`src/rtl/gpio_pkg.sv`:
```
// Shared constants for the GPIO bank and its per-pin filter.
package gpio_pkg;

    localparam int unsigned DEFAULT_WIDTH     = 16;
    localparam int unsigned DEFAULT_DEB_CNT_W = 4;

endpackage

```
`src/rtl/gpio_pin_filter.sv`:
```
// Per-pin input path: 2-flop synchroniser, debounce counter and sticky edge interrupt flag.
module gpio_pin_filter
    import gpio_pkg::*;
#(
    parameter int unsigned DEB_CNT_W = DEFAULT_DEB_CNT_W
) (
    input  logic                 clk,
    input  logic                 rst,
    input  logic                 din,
    input  logic [DEB_CNT_W-1:0] deb_len,
    input  logic                 ts,
    input  logic                 rise_en,
    input  logic                 fall_en,
    input  logic                 clr,
    output logic                 state,
    output logic                 pending
);

    logic [1:0]           sync_q;
    logic                 sync;
    logic [DEB_CNT_W-1:0] cnt;
    logic                 flip;
    logic                 set;

    assign sync = sync_q[1];
    assign flip = (sync != state) && (cnt >= deb_len);
    // Flag is raised on the same edge the debounced value changes.
    assign set  = flip && ts && ((sync && rise_en) || (!sync && fall_en));

    always_ff @(posedge clk or posedge rst) begin
        if (rst) begin
            sync_q  <= '0;
            cnt     <= '0;
            state   <= 1'b0;
            pending <= 1'b0;
        end else begin
            sync_q <= {sync_q[0], din};
            if (sync == state) begin
                cnt <= '0;
            end else if (flip) begin
                state <= sync;
                cnt   <= '0;
            end else if (cnt != {DEB_CNT_W{1'b1}}) begin
                cnt <= cnt + 1'b1;
            end
            if (set) begin
                pending <= 1'b1;
            end else if (clr) begin
                pending <= 1'b0;
            end
        end
    end

endmodule

```
`src/rtl/gpio_bank.sv`:
```
// GPIO bank: registered pad output path plus WIDTH debounced, interrupt-capable input filters.
module gpio_bank
    import gpio_pkg::*;
#(
    parameter int unsigned WIDTH     = DEFAULT_WIDTH,
    parameter int unsigned DEB_CNT_W = DEFAULT_DEB_CNT_W
) (
    input  logic                 clk,
    input  logic                 rst,
    input  logic [WIDTH-1:0]     gpio_ts,
    input  logic [WIDTH-1:0]     gpio_dr,
    input  logic [WIDTH-1:0]     gpio_input,
    input  logic [DEB_CNT_W-1:0] deb_len,
    input  logic [WIDTH-1:0]     irq_rise_en,
    input  logic [WIDTH-1:0]     irq_fall_en,
    input  logic [WIDTH-1:0]     irq_clr,
    output logic [WIDTH-1:0]     pad_oe,
    output logic [WIDTH-1:0]     pad_do,
    output logic [WIDTH-1:0]     pin_state,
    output logic [WIDTH-1:0]     irq_pending,
    output logic                 irq
);

    always_ff @(posedge clk or posedge rst) begin
        if (rst) begin
            pad_oe <= '0;
            pad_do <= '0;
        end else begin
            pad_oe <= ~gpio_ts;
            pad_do <= gpio_dr;
        end
    end

    for (genvar i = 0; i < WIDTH; i++) begin : g_pin
        gpio_pin_filter #(
            .DEB_CNT_W(DEB_CNT_W)
        ) u_filter (
            .clk     (clk),
            .rst     (rst),
            .din     (gpio_input[i]),
            .deb_len (deb_len),
            .ts      (gpio_ts[i]),
            .rise_en (irq_rise_en[i]),
            .fall_en (irq_fall_en[i]),
            .clr     (irq_clr[i]),
            .state   (pin_state[i]),
            .pending (irq_pending[i])
        );
    end

    assign irq = |irq_pending;

endmodule
```
`config.mk`:
```
export PLATFORM = sky130hd
export DESIGN_NAME = gpio_bank
export DESIGN_NICKNAME = d
export VERILOG_FILES = /design/src/rtl/gpio_pkg.sv /design/src/rtl/gpio_pin_filter.sv /design/src/rtl/gpio_bank.sv
export SDC_FILE = /design/constraint.sdc
export NUM_CORES = 1
export LEC_CHECK = 0
export ABC_AREA = 1
export CAP_MARGIN = 20
export CELL_PAD_IN_SITES_DETAIL_PLACEMENT = 0
export CELL_PAD_IN_SITES_GLOBAL_PLACEMENT = 1
export CORE_MARGIN = 2
export CORE_UTILIZATION = 36
export CTS_CLUSTER_DIAMETER = 150
export DETAILED_ROUTE_END_ITERATION = 6
export PLACE_DENSITY_LB_ADDON = 0.15
export SETUP_SLACK_MARGIN = 0.05
export SLEW_MARGIN = 20
export SYNTH_ARGS = -nofsm -noshare
export SYNTH_HDL_FRONTEND = slang
export SYNTH_HIERARCHICAL = 1
export SYNTH_SLANG_ARGS = --single-unit
export TNS_END_PERCENT = 20
```
`constraint.sdc`:
```
create_clock -name clk -period 1.3 [get_ports clk]
set_clock_uncertainty 0.2 [all_clocks]
set_input_delay 0.26 -clock clk [delete_from_list [all_inputs] [get_ports clk]]
set_output_delay 0.26 -clock clk [all_outputs]
set_load 0.005 [all_outputs]
```
==> flow_metrics.tcl, run 1 <==
set metrics [dict create \
    status "complete, but fails checks" \
    violations "negative setup slack" \
    antenna_found_initial 0 \
    arrival_ns 1.47 \
    grt_pass1_vias 7829 \
    yosysTopAreaCell "dfrtp_1" \
    grt-ovfl-total 0 \
    cts_sinks 160 \
    p_total_w 0.0199 \
    syn_avg_cell_area_um2 8.32 \
    grt_max_degree 24 \
    hold_violations 0 \
    final_common_cell "inv_1" \
    setup.worst_path.class "reg -> out" \
    htreeDepth 4 \
    drv_slew 0 \
    die-area_um2 27600 \
    drtIter0Drc 287 \
    fin_crit_sh 1.49 \
    cts_inserted_buffers 17 \
    p_clk_frac 0.253 \
    ys_seq_area_frac 0.424 \
    grt_use_met1 0.223 \
    antenna_left 0 \
    p_int_w 0.0129 \
    fillCellCount 2429 \
    power_density_nw_per_um2 1400 \
    ys_top_cells_by_area "dfrtp_1 (42%), inv_1 (11%), ha_1 (11%)" \
    port_buffers 166 \
    pin_count 167 \
    grtUsageMet3 0.0272 \
    yosys_warnings 6 \
    yosys.cell_types.count 18 \
    clk_latency_ns 0.43 \
    core_um2 25900 \
    synth_nets 1318 \
    hold_path.class "in -> reg" \
    dr.pass1.iters 6 \
    drc 0 \
    slew_headroom 0.790 \
    die_y_um 166 \
    power_switching_share 0.352 \
    final_util 0.548 \
    n_antenna_cell 0 \
    stdcell_area_um2 14200 \
    crit_path_end_kind "output port" \
    cellLeakagePower_nw 7.68 \
    p_sw_w 0.00699 \
    num_vias 7958 \
    worstMarginPinSlew_ns 0.314 \
    grt_usage 0.167 \
    syn_inst 1136 \
    dp_hpwl_um 16800 \
    dpl-instance-area_um2 13000 \
    finalSetupViolCount 161 \
    worst_ir_drop_vdd_v 0.000708 \
    rows 59 \
    layout_common_cells "inv_1 (245), nand2_1 (219), dfrtp_1 (154)" \
    syn_area_um2 9450 \
    cts_hold_buffers 0 \
    clockRootBuffer "clkbuf_16" \
    top_usage_layer "met2" \
    cts_tree "yes" \
    synth_top_area_frac 0.424 \
    die_w_um 166 \
    p_comb_frac 0.423 \
    crit_fanout 2 \
    cts_buffer_depth 2 \
    place.gp.congestion 0.779 \
    start_util 0.365 \
    drive_gt1_frac 0.358 \
    maxCapViolations 0 \
    via_per_inst 4.36 \
    yosys_register_bits 160 \
    wl_per_cell_um 12.4 \
    seqPwrFrac 0.324 \
    timing.fmax_mhz 517 \
    worstSetupStartpointType "flip-flop" \
    period_minus_slack_ns 1.93 \
    met2_usage 0.280 \
    routed_wl_um 22600 \
    grt_pass1_wl_um 37300 \
    fin_nets 1661 \
    worst_ep_required_time_ns 0.84 \
    syn_to_final_growth_pct 50.2 \
    fin_ws_ns -0.633 \
    clkTransAtPathRegs_ns 0.07 \
    rsz0062_at_grt "yes" \
]
==> final timing paths <==
check	cells after the start	to	startpoint	slack, ns
max in group asynchronous	4	g_pin[9].u_filter/cnt[1]	rst	0.42
min reg2reg	0	g_pin[6].u_filter/sync_q[1]	g_pin[6].u_filter/sync_q[0]	0.15
min in group asynchronous	3	g_pin[4].u_filter/sync_q[0]	rst	0.19
min	1	g_pin[11].u_filter/sync_q[0]	gpio_input[11]	0.06
max	5	irq	g_pin[3].u_filter/pending	-0.63
max reg2reg	5	g_pin[12].u_filter/cnt[3]	g_pin[12].u_filter/cnt[1]	-0.16
==> worst max-delay path, cell delays in order, from the launching register on <==
cell	delay, ns
dfrtp_1	0.41
nor2_2	0.19
nand2_2	0.12
nor2_4	0.11
nand2_2	0.08
buf_2	0.13
==> area by class of cell <==
class                           instances  area (um^2)  share of cell area
Clock buffer                           19          453              0.0319
Clock inverter                         12          134             0.00943
Inverter                              305         1160              0.0815
Multi-Input combinational cell        671         5140               0.362
Sequential cell                       160         4010               0.283
Tap cell                              335          419              0.0295
Timing Repair Buffer                  324         2880               0.203
==> state kept, by name, indices dropped and copies added, names as in the netlist <==
register                cells
pad_oe                     16
pad_do                     16
g_pin.u_filter/sync_q      32
g_pin.u_filter/state       16
g_pin.u_filter/cnt         64
g_pin.u_filter/pending     16
==> kinds of logic (layout without fill, tap and decap cells) <==
| family | after synthesis | in the layout | share of synthesized area |
|---|---|---|---|
| AND/OR/NAND/NOR | 511 | 511 | 0.275 |
| buffers and inverters | 305 | 660 | 0.121 |
| flip-flops | 160 | 160 | 0.424 |
| adder cells (fa/ha/maj) | 80 | 80 | 0.106 |
| AO/OA/AOI/OAI | 64 | 64 | 0.0593 |
| XOR/XNOR | 16 | 16 | 0.0148 |
==> per-layer routing <==
metal | vias to the layer above | share of wire
li1 | 4126 | -
met1 | 3687 | 0.48
met2 | 123 | 0.48
met3 | 22 | 0.030
met4 | 0 | 0.013
met5 | - | 0
==> through the flow <==
step	TNS [ns]	hold slack (ns)	setup WS [ns]	instances
CTS	-23.86	0.0421	-0.665	1809
detailed placement	-77.97	0.137	-0.817	1776
floorplan	-4.56	-0.124	-0.0535	1136
global route	-26.96	0.0508	-0.661	1826
global placement	-76.60	0.132	-0.793	1776
finish	-17.48	0.0649	-0.633	1826
==> power groups by stage <==
stage          clock (W)  combinational (W)  sequential (W)
2_1_floorplan          0            0.00410         0.00653
3_3_place_gp           0            0.00744         0.00643
3_5_place_dp           0            0.00752         0.00643
4_1_cts          0.00520            0.00777         0.00638
5_1_grt          0.00541            0.00947         0.00654
6_report         0.00504            0.00840         0.00644
==> synthesized netlist by cell type, drive strengths merged <==
cell   number
nand3      80
or2        16
dfrtp     160
o21ai      48
nor2       90
ha         80
nand2     293
nand4      32
a21oi      16
inv       305
xor2       16
==> what timing repair did <==
action | 4_1_cts | 5_1_grt
pin swaps | 10 | 66
endpoints found under the setup margin | 161 | 161
setup buffers | 7 | 23
gates resized for setup | 277 | 140
(Power assumes the default switching activity.)
==> run 2: changes to the inputs <==
ABC_AREA = unset   (was 1)
CORE_UTILIZATION = 40   (was 36)
clock period = 1.8 ns   (was 1.3 ns; I/O delays follow)
==> run 2 against run 1 <==
The run still ends with negative setup slack left. Final cell count fell by 30%. Sequential share of layout area rose by 7.1 points. Die area fell by 24%. Area after synthesis fell by 16%. Clock power fell by 28%. Via count fell by 20%. Sequential power fell by 25%. Setup slack improved by 0.28 ns. Global-route usage rose by 3.0 points. Highest routed layer unchanged.
==> flow_metrics.tcl, run 2 <==
set metrics [dict create \
    status "complete, but fails checks" \
    violations "negative setup slack" \
    drive_gt1_frac 0.176 \
    dr.pass1.iters 4 \
    synth_nets 924 \
    finalSetupViolCount 1 \
    via_per_inst 5.02 \
    synth_flop_cell "dfrtp_1" \
    cellLeakagePower_nw 5.57 \
    syn_avg_cell_area_um2 10.7 \
    synth.most_common_cell "dfrtp_1" \
    arrival_ns 1.60 \
    timing.fmax_mhz 464 \
    syn_inst 742 \
    fin_nets 1177 \
    setup.worst_path.class "reg -> out" \
    final_util 0.583 \
    syn_to_final_growth_pct 42.9 \
    dpl-instance-area_um2 10300 \
    met1_length_um 9140 \
    cts_sinks 160 \
    port_buffers 166 \
    clk_latency_ns 0.43 \
    cts_buffer_depth 2 \
    yosys_register_bits 160 \
    crit_family "simple AND/OR/NAND/NOR gates" \
    wl_per_cell_um 16.0 \
    start_util 0.408 \
    power_density_nw_per_um2 1120 \
    ys_seq_area_frac 0.504 \
    layout_common_cells "dfrtp_1 (149), inv_1 (112), clkdlybuf4s50_1 (97)" \
    wl_met3_um 773 \
    crit_fanout 2 \
    die_y_um 145 \
    worst_ir_drop_vdd_v 0.000724 \
    drtIter0Drc 252 \
    yosysTopAreaCell "dfrtp_1" \
    fin_crit_sh 1.20 \
    worst_path_largest_cell_delay_ns 0.42 \
    fin_ws_ns -0.356 \
    synth_top_area_frac 0.504 \
    yosys.cell_types.count 22 \
    htreeDepth 4 \
    slew_headroom 0.693 \
    cts_inserted_buffers 17 \
    ys_top_cells_by_count "dfrtp_1 (160), inv_1 (113), ha_1 (80)" \
    ys_async_sr_fraction 1.00 \
    drv_slew 0 \
    path_cells "nor4_4, buf_4, nand4_1, buf_2" \
    grt-ovfl-total 0 \
    maxCapViolations 0 \
    routed_wl_um 20300 \
    grt_max_degree 20 \
    antenna_found_initial 0 \
    core_um2 19500 \
    fin_tns_setup_ns -0.356 \
    dp_hpwl_um 14200 \
    worstMarginPinSlew_ns 0.459 \
    top_regs "g_pin.u_filter/cnt (64), g_pin.u_filter/sync_q (32)" \
    ys_top_cells_by_area "dfrtp_1 (50%), ha_1 (13%), inv_1 (5.3%)" \
    synth_edf_count 0 \
    die_w_um 145 \
    syn_area_um2 7940 \
    drc 0 \
    n_antenna_cell 0 \
    final_common_cell "dfrtp_1" \
    worst-path-buf-inv 2 \
    rows 51 \
    place.gp.congestion 0.777 \
    cts_tree "yes" \
    grt_pass1_vias 6574 \
    clkTransAtPathRegs_ns 0.07 \
    crit_path_end_kind "output port" \
    clockRootBuffer "clkbuf_16" \
    period_minus_slack_ns 2.16 \
    yosys_warnings 6 \
    pin_count 167 \
    worstSetupStartpointType "flip-flop" \
    hold_violations 0 \
    top_layer "met4" \
    grt_usage 0.197 \
    finalNonFillerCells 1273 \
    holdWs_ns 0.106 \
    largest_reg_flops 64 \
    antenna_left 0 \
    worst_ep_required_time_ns 1.24 \
    largest-register "g_pin.u_filter/cnt" \
    grt_pass1_wl_um 32900 \
    dp.cells 1219 \
    crit_path_top_delay_cell "dfrtp_1" \
    die-area_um2 21000 \
    num_vias 6391 \
    hold_path.class "in -> async" \
    stdcell_area_um2 11300 \
    rsz0062_at_grt "yes" \
    wl_met2_um 9970 \
]
==> run 2: worst paths after layout <==
path	start	endpoint	slack (ns)	depth (start not counted)
worst min register to register	g_pin[12].u_filter/sync_q[0]	g_pin[12].u_filter/sync_q[1]	0.15	0
worst max register to register	g_pin[3].u_filter/cnt[2]	g_pin[3].u_filter/state	0.06	4
max in group asynchronous	rst	g_pin[2].u_filter/cnt[1]	0.79	3
min in group clk	g_pin[12].u_filter/sync_q[0]	g_pin[12].u_filter/sync_q[1]	0.15	0
worst max-delay path	g_pin[6].u_filter/pending	irq	-0.36	4
worst min-delay path	rst	g_pin[14].u_filter/pending	0.11	2
==> run 2: area by class of cell <==
type                            count  area (um^2)
Inverter                          113          424
Fill cell                        1642         8110
Clock buffer                       21          470
Timing Repair Buffer              234         2230
Tap cell                          265          332
Sequential cell                   160         4020
Multi-Input combinational cell    469         3740
Clock inverter                     11          129
==> run 2: routing by layer <==
layer	global-route usage	vias up
met3	0.0415	29
met5	0	-
li1	-	3093
met4	0.0762	0
met2	0.333	151
met1	0.249	3118
==> run 2: kinds of logic after synthesis <==
kind of cell | after synthesis | synth area share
compound gates | 112 | 0.0933
xor+xnor | 32 | 0.0353
fa+ha+maj | 80 | 0.126
buf+inv | 113 | 0.0534
flops | 160 | 0.504
mux | 32 | 0.0428
simple gates | 213 | 0.145
==> run 2: timing repair <==
item / 4_1_cts / 5_1_grt
setup endpoints to repair: 161 / 65
hold buffers: 0 / 0
gates resized for setup: 132 / 47
setup buffers: 10 / 8
cloned: 4 / 0
pin swaps: 11 / 43
endpoints found under the hold margin: 0 / 0
==> run 2: metrics by stage <==
stage / power (W) / setup slack, ns
after floorplan: 0.00704 / 0.183
after global placement: 0.00870 / -0.630
after detailed placement: 0.00895 / -0.637
after CTS: 0.0127 / -0.388
after global routing: 0.0136 / -0.407
final: 0.0127 / -0.356
==> run 2: worst register-to-register path: stages (launching register included) <==
cell and delay, ns:
dfrtp_1 0.43, ha_1 0.32, o211ai_1 0.13, o21ai_2 0.21, mux2_1 0.34
==> run 2: report_power, final <==
part | switching, W | total, W | internal (W) | leakage [nW]
Clock | 0.00149 | 0.00365 | 0.00216 | 0.278
Combinational | 0.00204 | 0.00424 | 0.00221 | 3.29
Sequential | 0.000599 | 0.00484 | 0.00424 | 2.00
Total | 0.00412 | 0.0127 | 0.00861 | 5.57
